File: config.mk
export PLATFORM = sky130hd
export DESIGN_NAME = regbank_wr_sched_flat
export DESIGN_NICKNAME = d
export VERILOG_FILES = /design/src/rtl/regbank_wr_sched_if.sv /design/src/rtl/regbank_wr_sched.sv /design/src/flat_wrapper.sv
export SDC_FILE = /design/constraint.sdc
export NUM_CORES = 1
export LEC_CHECK = 0
export ABC_AREA = 1
export ABC_CLOCK_PERIOD_IN_PS = 3400
export BUFFER_PORTS_ARGS = -buffer_cell sky130_fd_sc_hd__clkbuf_2
export CAP_MARGIN = 15
export CORE_UTILIZATION = 40
export CTS_CLUSTER_DIAMETER = 30
export DETAILED_ROUTE_END_ITERATION = 6
export GPL_ROUTABILITY_DRIVEN = 0
export HOLD_SLACK_MARGIN = 0.1
export PLACE_DENSITY_LB_ADDON = 0.25
export RECOVER_POWER = 50
export SETUP_SLACK_MARGIN = 0.15
export SLEW_MARGIN = 20
export SYNTH_ARGS = -nofsm -noshare
export SYNTH_HDL_FRONTEND = slang
export SYNTH_SLANG_ARGS = --single-unit
File: constraint.sdc
create_clock -name clk -period 3.4 [get_ports clk]
set_clock_uncertainty 0.15 [all_clocks]
set_input_delay 0.68 -clock clk [delete_from_list [all_inputs] [get_ports clk]]
set_output_delay 0.68 -clock clk [all_outputs]
set_load 0.005 [all_outputs]
File: src/rtl/regbank_wr_sched_if.sv
// Write-side bundle between the two writeback requesters, the clear control and the
// register-bank write port. The scheduler takes the slave side.
interface regbank_wr_sched_if #(
    parameter int DATA_W = 32,
    parameter int ADDR_W = 5
);
    logic              clr_start;
    logic              clr_busy;
    logic              clr_done;

    logic              req0_valid;
    logic [ADDR_W-1:0] req0_dr;
    logic [DATA_W-1:0] req0_data;
    logic              req0_ready;

    logic              req1_valid;
    logic [ADDR_W-1:0] req1_dr;
    logic [DATA_W-1:0] req1_data;
    logic              req1_ready;

    logic              wr_en;
    logic [ADDR_W-1:0] wr_addr;
    logic [DATA_W-1:0] wr_data;
    logic              grant_id;

    modport slave (
        input  clr_start,
        input  req0_valid, req0_dr, req0_data,
        input  req1_valid, req1_dr, req1_data,
        output clr_busy, clr_done,
        output req0_ready, req1_ready,
        output wr_en, wr_addr, wr_data, grant_id
    );

    modport master (
        output clr_start,
        output req0_valid, req0_dr, req0_data,
        output req1_valid, req1_dr, req1_data,
        input  clr_busy, clr_done,
        input  req0_ready, req1_ready,
        input  wr_en, wr_addr, wr_data, grant_id
    );
endinterface

File: src/rtl/regbank_wr_sched.sv
// Single write port scheduler for the register bank: round-robin between two
// writeback requesters, plus a sequencer that walks every register writing CLR_VAL.
module regbank_wr_sched #(
    parameter int                 DATA_W  = 32,
    parameter int                 ADDR_W  = 5,
    parameter int                 NREGS   = 32,
    parameter logic [DATA_W-1:0]  CLR_VAL = '0
) (
    input  logic                  clk,
    input  logic                  reset,
    regbank_wr_sched_if.slave     bus
);
    localparam logic [0:0] ST_ARB   = 1'b0;
    localparam logic [0:0] ST_CLEAR = 1'b1;

    localparam logic [ADDR_W-1:0] CNT_LAST = ADDR_W'(NREGS - 1);

    logic [0:0]        state_q,   state_d;
    logic [ADDR_W-1:0] cnt_q,     cnt_d;
    logic              last_q,    last_d;
    logic              wr_en_q,   wr_en_d;
    logic [ADDR_W-1:0] wr_addr_q, wr_addr_d;
    logic [DATA_W-1:0] wr_data_q, wr_data_d;
    logic              gid_q,     gid_d;
    logic              done_q,    done_d;

    logic              ready0, ready1;
    logic              xfer0,  xfer1;

    // last_q holds the most recent grantee; the other requester wins a tie.
    always_comb begin
        ready0 = 1'b0;
        ready1 = 1'b0;
        if (reset && state_q == ST_ARB && !bus.clr_start) begin
            if (bus.req0_valid && !bus.req1_valid) begin
                ready0 = 1'b1;
            end else if (bus.req1_valid && !bus.req0_valid) begin
                ready1 = 1'b1;
            end else if (bus.req0_valid && bus.req1_valid) begin
                ready0 = last_q;
                ready1 = !last_q;
            end
        end
    end

    assign xfer0 = bus.req0_valid && ready0;
    assign xfer1 = bus.req1_valid && ready1;

    always_comb begin
        state_d   = state_q;
        cnt_d     = cnt_q;
        last_d    = last_q;
        wr_en_d   = 1'b0;
        wr_addr_d = wr_addr_q;
        wr_data_d = wr_data_q;
        gid_d     = gid_q;
        done_d    = 1'b0;

        if (state_q == ST_CLEAR) begin
            wr_en_d   = 1'b1;
            wr_addr_d = cnt_q;
            wr_data_d = CLR_VAL;
            if (cnt_q == CNT_LAST) begin
                done_d  = 1'b1;
                state_d = ST_ARB;
                cnt_d   = '0;
            end else begin
                cnt_d = cnt_q + 1'b1;
            end
        end else if (bus.clr_start) begin
            state_d = ST_CLEAR;
            cnt_d   = '0;
        end else if (xfer0) begin
            wr_en_d   = 1'b1;
            wr_addr_d = bus.req0_dr;
            wr_data_d = bus.req0_data;
            gid_d     = 1'b0;
            last_d    = 1'b0;
        end else if (xfer1) begin
            wr_en_d   = 1'b1;
            wr_addr_d = bus.req1_dr;
            wr_data_d = bus.req1_data;
            gid_d     = 1'b1;
            last_d    = 1'b1;
        end
    end

    // Reset drops wr_en on the same edge, so an aborted walk leaves later registers intact.
    always_ff @(posedge clk) begin
        if (!reset) begin
            state_q   <= ST_ARB;
            cnt_q     <= '0;
            last_q    <= 1'b1;
            wr_en_q   <= 1'b0;
            wr_addr_q <= '0;
            wr_data_q <= '0;
            gid_q     <= 1'b0;
            done_q    <= 1'b0;
        end else begin
            state_q   <= state_d;
            cnt_q     <= cnt_d;
            last_q    <= last_d;
            wr_en_q   <= wr_en_d;
            wr_addr_q <= wr_addr_d;
            wr_data_q <= wr_data_d;
            gid_q     <= gid_d;
            done_q    <= done_d;
        end
    end

    assign bus.req0_ready = ready0;
    assign bus.req1_ready = ready1;
    assign bus.clr_busy   = (state_q == ST_CLEAR);
    assign bus.clr_done   = done_q;
    assign bus.wr_en      = wr_en_q;
    assign bus.wr_addr    = wr_addr_q;
    assign bus.wr_data    = wr_data_q;
    assign bus.grant_id   = gid_q;
endmodule

File: src/flat_wrapper.sv
// flat-port wrapper written by rule: the top's interface ports become plain ports
module regbank_wr_sched_flat 
#(
    parameter int                 DATA_W  = 32,
    parameter int                 ADDR_W  = 5,
    parameter int                 NREGS   = 32,
    parameter logic [DATA_W-1:0]  CLR_VAL = '0
)
  (clk, reset, bus_clr_start, bus_req0_valid, bus_req0_dr, bus_req0_data, bus_req1_valid, bus_req1_dr, bus_req1_data, bus_clr_busy, bus_clr_done, bus_req0_ready, bus_req1_ready, bus_wr_en, bus_wr_addr, bus_wr_data, bus_grant_id);
  regbank_wr_sched_if #(.DATA_W(DATA_W), .ADDR_W(ADDR_W)) bus_i ();
  input  logic clk;
  input  logic reset;
  input wire logic [$bits(bus_i.clr_start)-1:0] bus_clr_start;
  input wire logic [$bits(bus_i.req0_valid)-1:0] bus_req0_valid;
  input wire logic [$bits(bus_i.req0_dr)-1:0] bus_req0_dr;
  input wire logic [$bits(bus_i.req0_data)-1:0] bus_req0_data;
  input wire logic [$bits(bus_i.req1_valid)-1:0] bus_req1_valid;
  input wire logic [$bits(bus_i.req1_dr)-1:0] bus_req1_dr;
  input wire logic [$bits(bus_i.req1_data)-1:0] bus_req1_data;
  output wire logic [$bits(bus_i.clr_busy)-1:0] bus_clr_busy;
  output wire logic [$bits(bus_i.clr_done)-1:0] bus_clr_done;
  output wire logic [$bits(bus_i.req0_ready)-1:0] bus_req0_ready;
  output wire logic [$bits(bus_i.req1_ready)-1:0] bus_req1_ready;
  output wire logic [$bits(bus_i.wr_en)-1:0] bus_wr_en;
  output wire logic [$bits(bus_i.wr_addr)-1:0] bus_wr_addr;
  output wire logic [$bits(bus_i.wr_data)-1:0] bus_wr_data;
  output wire logic [$bits(bus_i.grant_id)-1:0] bus_grant_id;
  assign bus_i.clr_start = bus_clr_start;
  assign bus_i.req0_valid = bus_req0_valid;
  assign bus_i.req0_dr = bus_req0_dr;
  assign bus_i.req0_data = bus_req0_data;
  assign bus_i.req1_valid = bus_req1_valid;
  assign bus_i.req1_dr = bus_req1_dr;
  assign bus_i.req1_data = bus_req1_data;
  assign bus_clr_busy = bus_i.clr_busy;
  assign bus_clr_done = bus_i.clr_done;
  assign bus_req0_ready = bus_i.req0_ready;
  assign bus_req1_ready = bus_i.req1_ready;
  assign bus_wr_en = bus_i.wr_en;
  assign bus_wr_addr = bus_i.wr_addr;
  assign bus_wr_data = bus_i.wr_data;
  assign bus_grant_id = bus_i.grant_id;
  regbank_wr_sched #(.DATA_W(DATA_W), .ADDR_W(ADDR_W), .NREGS(NREGS), .CLR_VAL(CLR_VAL)) u_core (.clk(clk), .reset(reset), .bus(bus_i));
endmodule
## After elaboration in Yosys (flattened, before gate mapping)

Index checks and enable logic that the tools add are counted.

| word-level totals | value |
|---|---|
| register bits | 47 |
| input port bits | 79 |
| output and inout bits | 43 |
| word-level logic and storage cells | 60 |

| cells by class | value |
|---|---|
| $add $sub $neg | 1 |
| equal/unequal tests | 2 |
| multiplexer cells | 27 |
| bitwise gates (word level) | 3 |
| reductions and logical operators | 19 |

Operator list:

| kind | count |
|---|---|
| 2-to-1 mux 32 bit | 2 |
| 2-to-1 mux 5 bit | 7 |
| 2-to-1 mux 1 bit | 18 |
| logical AND 1 bit | 7 |
| AND reduction 2 bit | 3 |
| adder 5 x 1 -> 5 bit, second input constant | 1 |
| == test 5 bit, second input constant | 1 |
| logical NOT 1 bit | 4 |
| nonzero test 2 bit | 2 |
| inverter 1 bit | 3 |
| AND reduction 3 bit | 1 |
| nonzero test 3 bit | 1 |
| != test 2 x 1 -> 1 bit, second input constant | 1 |
| OR reduction 2 bit | 1 |

## Depth between registers and ports, before layout

Gate-level depths: netlist (run 1).

| depth | value |
|---|---|
| depth after elaboration | 10 |
| depth in mapped cells | 9 |
| mapped depth without buffers | 8 |

## Worst setup path after synthesis (run 1)

No wires, ideal clock.

| timing | value |
|---|---|
| path kind | in2out |
| start | in bus_req1_valid |
| end | out bus_req0_ready |
| data arrival time | 1.157 ns |
| data required time | 2.570 ns |
| path slack | 1.413 ns |
| stages on the path | 6 |
| buffers on the path | 1 |
| cell sequence | inv_1 > nand2_1 > nand2_4 > nand2_8 > buf_4 > inv_1 |

| on the way | value |
|---|---|
| word-level cells in the longest chain between the ends | 5 |
| elaborated cells on any way between the ends | 8 |
| classes of those cells | mux (4); reduce/logical (4) |

Ends and longest elaborated chain:

| item | line | RTL |
|---|---|---|
| from (decl) | flat_wrapper.sv:17 | `input wire logic [$bits(bus_i.req1_valid)-1:0] bus_req1_valid;` |
| logical AND 1 bit | regbank_wr_sched.sv:39 | `end else if (bus.req0_valid && bus.req1_valid) begin` |
| 2-to-1 mux 1 bit | regbank_wr_sched.sv:39 |  |
| 2-to-1 mux 1 bit | regbank_wr_sched.sv:37 | `end else if (bus.req1_valid && !bus.req0_valid) begin` |
| 2-to-1 mux 1 bit (*) | regbank_wr_sched.sv:35 | `if (bus.req0_valid && !bus.req1_valid) begin` |
| 2-to-1 mux 1 bit (*) | regbank_wr_sched.sv:34 | `if (reset && state_q == ST_ARB && !bus.clr_start) begin` |
| to (decl) | flat_wrapper.sv:22 | `output wire logic [$bits(bus_i.req0_ready)-1:0] bus_req0_ready;` |

Mark *: on every way between the ends. The rest lies on a longest branch, timed or not.

## Final worst setup path (run 1)

Same ends and word-level chain as after synthesis.

==> results.md, run 1 <==
- On the worst path, the slowest cell contributes a delay of approximately 0.35 ns.
- The worst setup path is captured at an output pin.
- The final routed wirelength across all metal layers is 5950 um.
- The number of cells on the worst reg-to-reg path is 7.
- Derived from the worst setup path, the maximum achievable clock frequency is 0.382 GHz.
- The worst-margin pin slew is 0.702 ns.
- The share of post-route cells with drive strength above 1 is 27.3%.
- The count of filler cells inserted in the layout is 634.
- The worst hold path begins at u_core.bus.wr_data[19].
- The sequential cell area is 941 sq um.
- The first-pass GRT wire length is 9810 um.
- The total buffers and inverters traversed by the critical path is 4.
- The power spent charging and discharging nets is about 0.00031 W.
- The via density per instance is 4.72.
- The number of failing hold endpoints at the final stage came to 0.
- Counting buffers and inverters, the worst setup path is 7 cells deep.
- The first-pass iteration count of the detailed router is 4.
- The total core area is 5890 sq um.
- TritonCTS built the clock tree.
- Along the worst hold path, the cell count comes to 2.
- In this run, post-CTS hold repair placed 0 buffers.
- In the routed design, unresolved DRC markers number 0.
- Post-CTS repair changed the size of 0 cells.
- For this design the ratio of total power to cell area is 365 nW/um^2.
- The detailed router finished its first iteration with between 100 and 150 violations.
- The clock tree root buffer cell is sky130_fd_sc_hd__clkbuf_8.
- In this run the cell area of the synthesized design comes to about 2400 sq um.
- The maximum fanout count along the critical path is 41.
- For this design the static power due to leakage is 1.52 nW.
- Once detail routing completed, the nets flagged for antenna violations numbered 0.
- Yosys attributes the largest share of cell area to sky130_fd_sc_hd__dfxtp_1, sky130_fd_sc_hd__nand3_1, sky130_fd_sc_hd__nand2_1, sky130_fd_sc_hd__nor2_1, sky130_fd_sc_hd__inv_1.
- Summing all multi-input logic gate instances after layout gives 1250 sq um.
- The starting utilization of the core area is 41.4%.
- For flop-to-flop paths, the worst setup slack is 1.10 ns.
- In this run, synthesis produced a sequential element count of 47.
- The tool flagged a number of max-cap violations equal to 0.
- The top cell type's share of synthesized area is around two fifths.
- Clock tree synthesis found a total of 47 sinks.
- Yosys printed 0 warnings.
- The family of cells with the greatest summed delay on the critical path is simple AND/OR/NAND/NOR gates.
- The number of flops mapped to enable cells by yosys is 0.
- The total congestion overflow after global routing is 0.
- The classification of the worst-slack hold path is reg -> reg.
- The global routing usage summed across all routing layers is 19.3%.
- Among all cell types in the netlist, the one instantiated most often is sky130_fd_sc_hd__nand2_1.
- Setup violations remaining at the end of the flow were counted as 0.
- At the worst endpoint, the required time is 2.57 ns.
- The most instantiated flip-flop cell in the synthesis netlist is sky130_fd_sc_hd__dfxtp_1.
- The routed layout has 2531 vias.
- The core occupancy in the finished layout is around 52%.
- The post-synthesis average cell area is 6.86 sq um.
- The relative area change from synthesis to final layout is 24.7%.
- The estimated wirelength of the detail-placed design is 4110 um.
- Net switching is 27.7% of the power.
- Setup slack closes at 0.780 ns.
- The slowest stage of the critical path is the sky130_fd_sc_hd__nand2_4 cell.
- Synthesis handed over a netlist of 355 instances.
- The total inserted antenna cells is 0.
- The critical path is of the in -> out type.
- During I/O placement, the number of pins put on the boundary was 122.
- Of the synthesized area, sequential elements account for 38.6%.
- The reg-to-reg critical path startpoint is u_core.last_q.
- The number of nets in the layout is 543.
- The run finished with clean final reports.
- The number of antenna violations at the first check in global routing came to 0.
- Post-CTS timing repair inserted 0 buffers for setup.
- Of the available clock period, the critical path in the final layout requires 77.1%.
- From bottom edge to top edge, the die measures 80.0 um.
- The number of global-route vias before repair is 2278.
- TritonCTS created 5 clock buffers.
- The pin count of the biggest net entering global routing is 72.
- The end point of the most critical hold path is u_core.bus.wr_data[19].
- The cell type with the highest aggregate area in the netlist is sky130_fd_sc_hd__dfxtp_1.
- The level count of the clock H-tree is 2.
- The internal portion of the total power is 0.000802 W.
- IR analysis of the VDD net gives a maximum drop of 0.143 mV.
- The number of distinct standard cells referenced by the synthesized netlist is 26.
- By count the netlist is led by sky130_fd_sc_hd__nand2_1, sky130_fd_sc_hd__nand3_1, sky130_fd_sc_hd__nor2_1.
- In this run, flip-flops and latches consume between 50% and 60% of the power.
- The clock-pin slew on the worst setup and hold paths is 0.08 ns.
- For the worst setup path, the data arrival time is 1.79 ns.
- The floorplan step set the die width to 80.0 um.
- The worst register-to-register path ends at u_core.bus.wr_data[31].
- The number of nets in the synthesized netlist is 436.
- Setup repair after global routing left no endpoint under its margin.
- The number of pins with negative max-slew slack in the final report was 0.
- Traced cell by cell, the critical path runs through clkbuf_2, inv_1, nand2_1, nand2_4, nand2_8, inv_1, clkbuf_2.
- In the final routed layout, each cell accounts on average for 11.1 um.
- The critical path startpoint category is a primary input.
- In this run, the combinational gates consume 19.4% of the power.
- The number of input and output port buffers inserted is 121.
- The final period demand of the worst path is ~2.6 ns.
- The number of cell rows is 28.
- The floorplan step defined a die boundary enclosing 6410 sq um.
- In this run, the clock network consumes between 20% and 30% of the power.
- The worst-case clock buffer depth is 2.
- The overall power of the completed layout is ~0.0011 W.
- Summed over all failing endpoints, the final setup total negative slack is 0 ns.
- The clock latency at the later pin of the worst-skew pair is 0.29 ns.
- The fraction of registers with async set or reset after synthesis is 0%.
- The pre-CTS worst setup slack is approximately 0.62 ns.
- The worst pin sits at a relative slew slack of 53.2%.
==> worst max-delay path by stage <==
stage                   start                endpoint
6_report       bus_req1_valid          bus_req0_ready
3_3_place_gp   bus_req1_valid  u_core.bus.wr_data[20]
2_1_floorplan  bus_req1_valid          bus_req0_ready
3_5_place_dp   bus_req1_valid  u_core.bus.wr_data[28]
5_1_grt        bus_req1_valid          bus_req0_ready
4_1_cts        bus_req1_valid          bus_req0_ready
==> cell usage in the layout (no fill, tap or decap) <==
master	n
sky130_fd_sc_hd__o21ai_0	1
sky130_fd_sc_hd__nand2_4	3
sky130_fd_sc_hd__inv_2	1
sky130_fd_sc_hd__or2_2	1
sky130_fd_sc_hd__nand2_1	92
sky130_fd_sc_hd__a21oi_1	2
sky130_fd_sc_hd__clkbuf_2	101
sky130_fd_sc_hd__dfxtp_1	47
sky130_fd_sc_hd__clkbuf_8	5
sky130_fd_sc_hd__inv_1	20
sky130_fd_sc_hd__a22o_1	2
sky130_fd_sc_hd__nand3b_1	5
sky130_fd_sc_hd__o21ai_1	1
sky130_fd_sc_hd__nor2_2	9
sky130_fd_sc_hd__xor2_1	1
sky130_fd_sc_hd__nand3_2	1
sky130_fd_sc_hd__a211oi_1	2
sky130_fd_sc_hd__buf_4	2
sky130_fd_sc_hd__clkbuf_1	21
sky130_fd_sc_hd__nand3_1	77
sky130_fd_sc_hd__ha_1	2
sky130_fd_sc_hd__nor2_1	62
sky130_fd_sc_hd__nand4_4	1
sky130_fd_sc_hd__nand2_8	1
sky130_fd_sc_hd__nor2_8	1
==> routing by layer <==
metal	vias up	GRT usage (%)	part of all wire (%)	wire, um
met4	0	8.57	0.74	44
met5	-	0	0	0
li1	1339	-	-	-
met2	87	32.8	48	2850
met3	6	3.31	6.7	399
met1	1099	23.8	45	2650
==> state kept, by name, summed over array words and instances, names as in the netlist <==
signal	count
u_core.bus.clr_done	1
u_core.bus.clr_busy	1
u_core.bus.wr_addr	5
u_core.bus.wr_data	32
u_core.last_q	1
u_core.cnt_q	5
u_core.bus.wr_en	1
u_core.bus.grant_id	1
==> worst min-delay path, cell delays in order (launching register included) <==
cell	delay, ns
sky130_fd_sc_hd__dfxtp_1	0.33
sky130_fd_sc_hd__nor2_1	0.05
sky130_fd_sc_hd__nor2_1	0.08
==> power groups by stage <==
stage	logic (W)	clock network [W]	registers [W]
3_3_place_gp	0.000217	0	0.000603
2_1_floorplan	0.000139	0	0.000603
5_1_grt	0.000247	0.000339	0.000593
6_report	0.000215	0.000303	0.000590
4_1_cts	0.000220	0.000321	0.000590
3_5_place_dp	0.000219	0	0.000603
==> layout make-up <==
type / instances / share of cell area [%]
tap: 75 / 3.09
multi-input combinational: 264 / 41.3
clock buffer: 6 / 2.39
sequential: 47 / 31.0
inverter: 21 / 2.60
timing repair buffer: 123 / 19.6
==> cells by family after synthesis <==
family / after synthesis / share of synthesized area (%)
compound gates: 8 / 2.16
simple gates: 253 / 48.0
buf+inv: 44 / 9.86
xor+xnor: 1 / 0.360
flops: 47 / 38.6
fa+ha+maj: 2 / 1.03
==> through the flow <==
stage / std cells / cell area (sq um) / hold WS, ns
6_report: 536 / 3040 / 0.334
3_5_place_dp: 530 / 2990 / 0.321
3_3_place_gp: 530 / 2990 / 0.312
4_1_cts: 536 / 3060 / 0.339
2_1_floorplan: 355 / 2440 / 0.307
5_1_grt: 536 / 3040 / 0.361
Note: power is estimated with default switching activity, not from simulation.
==> run 2: changes to the inputs <==
--- a/config.mk
+++ b/config.mk
@@ -6,7 +6,7 @@
 export NUM_CORES = 1
 export LEC_CHECK = 0
 export ABC_AREA = 1
-export ABC_CLOCK_PERIOD_IN_PS = 3400
+export ABC_CLOCK_PERIOD_IN_PS = 2350
 export BUFFER_PORTS_ARGS = -buffer_cell sky130_fd_sc_hd__clkbuf_2
 export CAP_MARGIN = 15
 export CORE_UTILIZATION = 40
==> constraint.sdc (replaced) <==
create_clock -name clk -period 2.35 [get_ports clk]
set_clock_uncertainty 0.15 [all_clocks]
set_input_delay 0.47 -clock clk [delete_from_list [all_inputs] [get_ports clk]]
set_output_delay 0.47 -clock clk [all_outputs]
set_load 0.005 [all_outputs]
==> results.md, run 2 (synthesis gave the netlist of run 1 again) <==
- The worst path arrival time is 1.48 ns (-0.31 ns).
- The first-pass GRT wire length is 9560 um (-2.6%).
- The number of cell rows is 28 (unchanged).
- The floorplan die area is 6410 sq um (unchanged).
- The number of antenna violations at the first check in global routing came to 0 (unchanged).
- The final routed wirelength across all metal layers is 5970 um (+0.47%).
- Setup repair after global routing left no endpoint under its margin.
- The critical path startpoint category is a flip-flop.
- The clock tree root buffer cell is sky130_fd_sc_hd__clkbuf_8.
- The count of hold-fix buffers inserted at cts was 0 (unchanged).
- The number of nets in the layout is 547 (+0.74%).
- The number of I/O pins came to 122 (unchanged).
- The overall power of the completed layout is 0.00170 W (+53%).
- The final critical-path share of the clock period is between 80% and 90%.
- The clock-pin slew on the worst setup and hold paths is 0.08 ns (about the same).
- The setup violation total in the final timing report is 0 (unchanged).
- The number of flip-flops in the largest register was 32 (unchanged).
- The sink count of the clock tree is 47 (unchanged).
- The clock latency at the later pin of the worst-skew pair is 0.29 ns (about the same).
- The classification of the worst-slack hold path is reg -> reg.
- The worst-margin pin slew is 0.830 ns (+0.128 ns).
- The starting utilization of the core area came to 41.4% (unchanged).
- The static leakage power was 1.54 nW (+1.8%).
- The top cell types in the final layout, fill and taps aside, are sky130_fd_sc_hd__clkbuf_2, sky130_fd_sc_hd__nand2_1, sky130_fd_sc_hd__nand3_1, sky130_fd_sc_hd__nor2_1, sky130_fd_sc_hd__dfxtp_1.
- The maximum fanout count along the critical path was 41 (unchanged).
- The worst-case vdd ir drop was 0.305 mV (+110%).
- The number of failing hold endpoints at the final stage is 0 (unchanged).
- The global routing usage summed across all routing layers is 18.9% (-0.46 points).
- The worst setup path is of the reg -> out kind.
- The power density relative to cell area was 546 nW/um^2 (+50%).
- The total core area was 5890 sq um (unchanged).
- The detailed router's first-iteration violation count is 99 (-25%).
- The first-pass iteration count of the detailed router was 4 (unchanged).
- The final period demand of the worst path is 2.10 ns.
- The number of input and output port buffers inserted was 121 (unchanged).
- The max capacitance violation total is 0 (unchanged).
- The height of the chip is 80.0 um (unchanged).
- The relative area change from synthesis to final layout is 27.7%.
- The width of the die came to 80.0 um (unchanged).
- The setup fix buffers added after clock tree synthesis is 0 (unchanged).
- The number of global-route vias before repair came to 2222 (-2.5%).
- The number of buffers added by the clock tree synthesis step came to 5 (unchanged).
- The post-CTS resize count is 0 (unchanged).
- The total congestion overflow after global routing was 0 (unchanged).
- The estimated wirelength of the detail-placed design came to 4270 um (+3.8%).
- The setup TNS after final layout was 0 ns (unchanged).
- The number of pins with negative max-slew slack in the final report is 0 (unchanged).
- The share of post-route cells with drive strength above 1 is 27.2% (-0.14 points).
- The max-slew headroom at the worst pin is 44.7% (-8.5 points).
- The library cell used most frequently in the layout, excluding fill and tap cells, is sky130_fd_sc_hd__clkbuf_2.
- The required time reported for the critical path endpoint is 1.73 ns (-0.84 ns).
- The flop-to-flop setup slack was 0.30 ns (-0.80 ns).
- The average detailed-routed wire length per instance is 11.0 um (-0.64%).
- The pin count of the biggest net entering global routing came to 45 (-38%).
- The count of unresolved DRC violations after routing is 0 (unchanged).
- The worst-case clock buffer depth came to 2 (unchanged).
- The remaining number of nets flagged by the antenna check after routing is 0 (unchanged).
- The total via count in the routed design is 2558 (+1.1%).
- The worst setup path is captured at an output pin.
- The run finished with clean final reports.
- The total inserted antenna cells is 0 (unchanged).
- The level count of the clock H-tree is 2 (unchanged).
- The via density per instance came to 4.72 (about the same).
- The clock tree from TritonCTS is yes.
- The highest clock frequency the design can meet is ~0.48 GHz.
## run 2: cell count changes in the layout (fill, tap and decap cells not counted)
| cell | change |
|---|---|
| sky130_fd_sc_hd__buf_12 | +2 |
| sky130_fd_sc_hd__clkbuf_8 | +2 |
| sky130_fd_sc_hd__inv_1 | +1 |
| sky130_fd_sc_hd__clkbuf_1 | +4 |
| sky130_fd_sc_hd__buf_4 | +1 |
| sky130_fd_sc_hd__clkbuf_2 | -3 |
| sky130_fd_sc_hd__inv_2 | -1 |
## run 2: area by class of cell
cell class / count / area, sq um
inverter: 21 / 78.8
sequential: 47 / 941
clock buffer: 8 / 100
multi-input combinational: 264 / 1250
timing repair buffer: 127 / 643
fill: 631 / 2770
tap: 75 / 93.8
## run 2: final timing paths
check / startpoint / end / cells after the start
max: u_core.bus.clr_busy / bus_req0_ready / 6
min: u_core.bus.wr_data[25] / u_core.bus.wr_data[25] / 2
max reg2reg: u_core.bus.clr_busy / u_core.bus.wr_data[1] / 8
min reg2reg: u_core.bus.wr_data[25] / u_core.bus.wr_data[25] / 2
## run 2: critical path, stage by stage (launching register included)
cell and delay, ns:
sky130_fd_sc_hd__dfxtp_1 0.49, sky130_fd_sc_hd__inv_1 0.13, sky130_fd_sc_hd__nand2_4 0.12, sky130_fd_sc_hd__nor2_8 0.05, sky130_fd_sc_hd__nand2_8 0.21, sky130_fd_sc_hd__inv_1 0.06
sky130_fd_sc_hd__clkbuf_2 0.11
## run 2: per-stage QoR
stage               instances  cell area [sq um]  hold WS, ns  util (%)  setup WS (ns)
finish                    542               3110        0.335      52.9          0.247
global route              542               3110        0.354      52.9          0.126
CTS                       542               3140        0.338      53.4          0.262
detailed placement        534               3040        0.323      51.7          0.390
global placement          534               3040        0.314      51.7          0.434
floorplan                 355               2440        0.307         -          0.783
## run 2: layer usage
metal / share of wire, % / routed length [um] / GRT usage [%] / vias up
li1: - / - / - / 1349
met1: 46 / 2730 / 22.4 / 1125
met2: 48 / 2850 / 33.3 / 76
met3: 5.3 / 318 / 3.54 / 8
met4: 1.3 / 78 / 7.14 / 0
met5: 0 / 0 / 0 / -
## run 2: where the power goes
| group | total, W | leakage (nW) | switching [W] | internal (W) |
|---|---|---|---|---|
| Sequential | 0.000854 | 0.382 | 0.0000225 | 0.000832 |
| Combinational | 0.000321 | 1.11 | 0.000182 | 0.000139 |
| Clock | 0.000523 | 0.0515 | 0.000255 | 0.000269 |
| Total | 0.00170 | 1.54 | 0.000459 | 0.00124 |
==> run 3: changes to the inputs <==
--- a/config.mk
+++ b/config.mk
@@ -6,10 +6,11 @@
 export NUM_CORES = 1
 export LEC_CHECK = 0
 export ABC_AREA = 1
-export ABC_CLOCK_PERIOD_IN_PS = 2350
+export ABC_CLOCK_PERIOD_IN_PS = 1950
 export BUFFER_PORTS_ARGS = -buffer_cell sky130_fd_sc_hd__clkbuf_2
 export CAP_MARGIN = 15
 export CORE_UTILIZATION = 40
+export CTS_BUF_LIST = sky130_fd_sc_hd__clkbuf_8
 export CTS_CLUSTER_DIAMETER = 30
 export DETAILED_ROUTE_END_ITERATION = 6
 export GPL_ROUTABILITY_DRIVEN = 0
==> constraint.sdc (replaced) <==
create_clock -name clk -period 1.95 [get_ports clk]
set_clock_uncertainty 0.15 [all_clocks]
set_input_delay 0.39 -clock clk [delete_from_list [all_inputs] [get_ports clk]]
set_output_delay 0.39 -clock clk [all_outputs]
set_load 0.005 [all_outputs]
==> results.md, run 3 (synthesis gave the netlist of run 1 again) <==
- The run finished with clean final reports.
- The number of flip-flops in the largest register is 32 (unchanged).
- The floorplan die area was 6410 sq um (unchanged).
- The required time reported for the critical path endpoint is 1.41 ns (-0.32 ns).
- The count of unresolved DRC violations after routing is 0 (unchanged).
- Walking the worst path, the cells encountered are inv_2, nand2_4, nor2_8, nand2_8, inv_1, clkbuf_2.
- The number of cells on the worst reg-to-reg path is 9 (+1).
- The met3 routed wirelength is 340 um (+6.9%).
- The highest clock frequency the design can meet is 0.573 GHz.
- The startpoint identified for the worst register-to-register timing path is u_core.bus.clr_busy.
- The final critical-path share of the clock period is 89.5%.
- The total congestion overflow after global routing is 0 (unchanged).
- The remaining number of nets flagged by the antenna check after routing is 0 (unchanged).
- The level count of the clock H-tree is 2 (unchanged).
- The setup fix buffers added after clock tree synthesis is 0 (unchanged).
- The number of I/O pins was 122 (unchanged).
- Leaving out fill and tap cells, the most frequent cells in the layout are sky130_fd_sc_hd__clkbuf_2, sky130_fd_sc_hd__nand2_1, sky130_fd_sc_hd__nand3_1, sky130_fd_sc_hd__nor2_1, sky130_fd_sc_hd__dfxtp_1.
- Among cell families on the critical path, the largest total delay comes from flip-flops.
- The worst-margin pin slew is 0.423 ns (-0.407 ns).
- The first-pass iteration count of the detailed router was 4 (unchanged).
- The setup TNS after final layout was 0 ns (unchanged).
- The total buffers and inverters traversed by the critical path was 3 (unchanged).
- The average detailed-routed wire length per instance was 11.3 um (+2.2%).
- Routed signal wires occupy layers up through met4.
- The path class of the tightest hold or removal check is in -> reg.
- The total inserted antenna cells was 0 (unchanged).
- The width of the die is 80.0 um (unchanged).
- The estimated wirelength of the detail-placed design is 4500 um (+5.5%).
- The number of antenna violations at the first check in global routing came to 0 (unchanged).
- The count of filler cells inserted in the layout is 639 (+1.3%).
- The largest stage delay on the critical path is 0.36 ns (-0.13 ns).
- The count of hold-fix buffers inserted at cts is 0 (unchanged).
- The worst-case vdd ir drop is 0.377 mV (+24%).
- The total via count in the routed design is 2611 (+2.1%).
- The clock latency at the later pin of the worst-skew pair was 0.29 ns (about the same).
- The kind of critical path is reg -> out.
- The worst-case clock buffer depth is 2 (unchanged).
- The via density per instance is 4.77 (+1.1%).
- The cell depth of the worst hold path is 2 (unchanged).
- The endpoint identified for the worst register-to-register timing path is u_core.bus.wr_data[21].
- The beginning of the critical path is u_core.bus.clr_busy.
- The final period demand of the worst path is around 1.7 ns.
- The final routed wirelength across all metal layers was 6160 um (+3.1%).
- The number of cell rows came to 28 (unchanged).
- The post-CTS resize count was 1 (+1).
- The number of nets in the layout is 553 (+1.1%).
- The number of failing hold endpoints at the final stage is 0 (unchanged).
- The detailed router's first-iteration violation count is 84 (-15%).
- The hold slack is 0.223 ns (-0.112 ns).
- The first-pass GRT wire length is 9900 um (+3.6%).
- The maximum fanout count along the critical path is 10 (-76%).
- The routed length on met2 is 2880 um (+1.3%).
- The share of post-route cells with drive strength above 1 is 28.4% (+1.2 points).
- The power density relative to cell area came to 637 nW/um^2 (+17%).
- The number of pins with negative max-slew slack in the final report was 0 (unchanged).
- The starting utilization of the core area is 41.4% (unchanged).
- The worst setup path is captured at an output pin.
- The max capacitance violation total is 0 (unchanged).
- The clock-pin slew on the worst setup and hold paths is 0.08 ns (about the same).
- The max-slew headroom at the worst pin came to 71.8% (+27 points).
- The static leakage power is 1.57 nW (+1.5%).
- The flop-to-flop setup slack is 0.26 ns (-0.04 ns).
- The clock tree root buffer cell is sky130_fd_sc_hd__clkbuf_8.
- The pin count of the biggest net entering global routing was 41 (-8.9%).
- The overall power of the completed layout is 0.00201 W (+18%).
- The routed length on met1 is 2890 um (+6.0%).
- Setup repair after global routing left no endpoint under its margin.
- The global routing usage summed across all routing layers is 19.4% (+0.54 points).
- The setup violation total in the final timing report is 0 (unchanged).
- The slowest stage cell on the critical path is sky130_fd_sc_hd__dfxtp_1.
- The number of buffers added by the clock tree synthesis step is 5 (unchanged).
- The sink count of the clock tree is 47 (unchanged).
- The most common library cell in the layout ignoring fill and taps is sky130_fd_sc_hd__clkbuf_2.
- The number of global-route vias before repair came to 2321 (+4.5%).
- TritonCTS built the clock tree.
- The worst setup path is launched from a flip-flop.
- The total core area is 5890 sq um (unchanged).
- The end point of the most critical hold path is u_core.last_q.
- The number of input and output port buffers inserted is 121 (unchanged).
- From synthesis to final layout, the design area changed by 29.2%.
- The worst path arrival time is 1.21 ns (-0.27 ns).
- The height of the chip is 80.0 um (unchanged).
- The critical hold path startpoint is reset.
==> run 3: cell type report <==
class	instances	area, sq um	share of cell area, %
clock inverters	1	5.00	0.159
repair buffers	133	686	21.8
multi-input cells	264	1260	40.0
well taps	75	93.8	2.98
inverters	21	78.8	2.50
flip-flops and latches	47	941	29.9
clock buffers	6	82.6	2.62
==> run 3: worst reg2reg max path, stage by stage (launching register included) <==
cell                       delay (ns)
sky130_fd_sc_hd__dfxtp_1         0.41
sky130_fd_sc_hd__inv_2           0.08
sky130_fd_sc_hd__nand2_4         0.09
sky130_fd_sc_hd__nor2_8          0.05
sky130_fd_sc_hd__nand2_8         0.11
sky130_fd_sc_hd__clkbuf_2        0.37
sky130_fd_sc_hd__nand2_1         0.12
sky130_fd_sc_hd__nand3_1         0.10
sky130_fd_sc_hd__nand2_1         0.05
sky130_fd_sc_hd__nor2_1          0.09
==> run 3: power by group <==
group          switching [W]  internal, W  total, W
sequential         0.0000248      0.00100   0.00103
combinational       0.000227     0.000174  0.000401
clock               0.000299     0.000278  0.000578
total               0.000551      0.00145   0.00201
==> run 3: how the worst max path moves through the flow <==
stage | cells after the start | end | slack (ns)
after floorplan | 6 | bus_req0_ready | 0.48
after detailed placement | 8 | u_core.bus.wr_data[1] | 0.16
final | 6 | bus_req0_ready | 0.20
after global routing | 9 | u_core.bus.wr_data[20] | 0.13
after global placement | 8 | u_core.bus.wr_data[1] | 0.16
after CTS | 6 | bus_req0_ready | 0.19
==> run 3: layer usage <==
metal	track usage, %	up-vias
met3	3.31	4
met1	24.0	1168
met5	0	-
met2	34.4	81
met4	5.36	0
li1	-	1358
==> run 3: stage by stage <==
step / cells / setup slack, ns / instance area [sq um] / utilization [%]
finish: 547 / 0.204 / 3150 / 53.5
floorplan: 355 / 0.482 / 2440 / -
global route: 547 / 0.135 / 3150 / 53.5
global placement: 540 / 0.163 / 3090 / 52.5
detailed placement: 540 / 0.160 / 3090 / 52.5
CTS: 547 / 0.195 / 3180 / 54.1
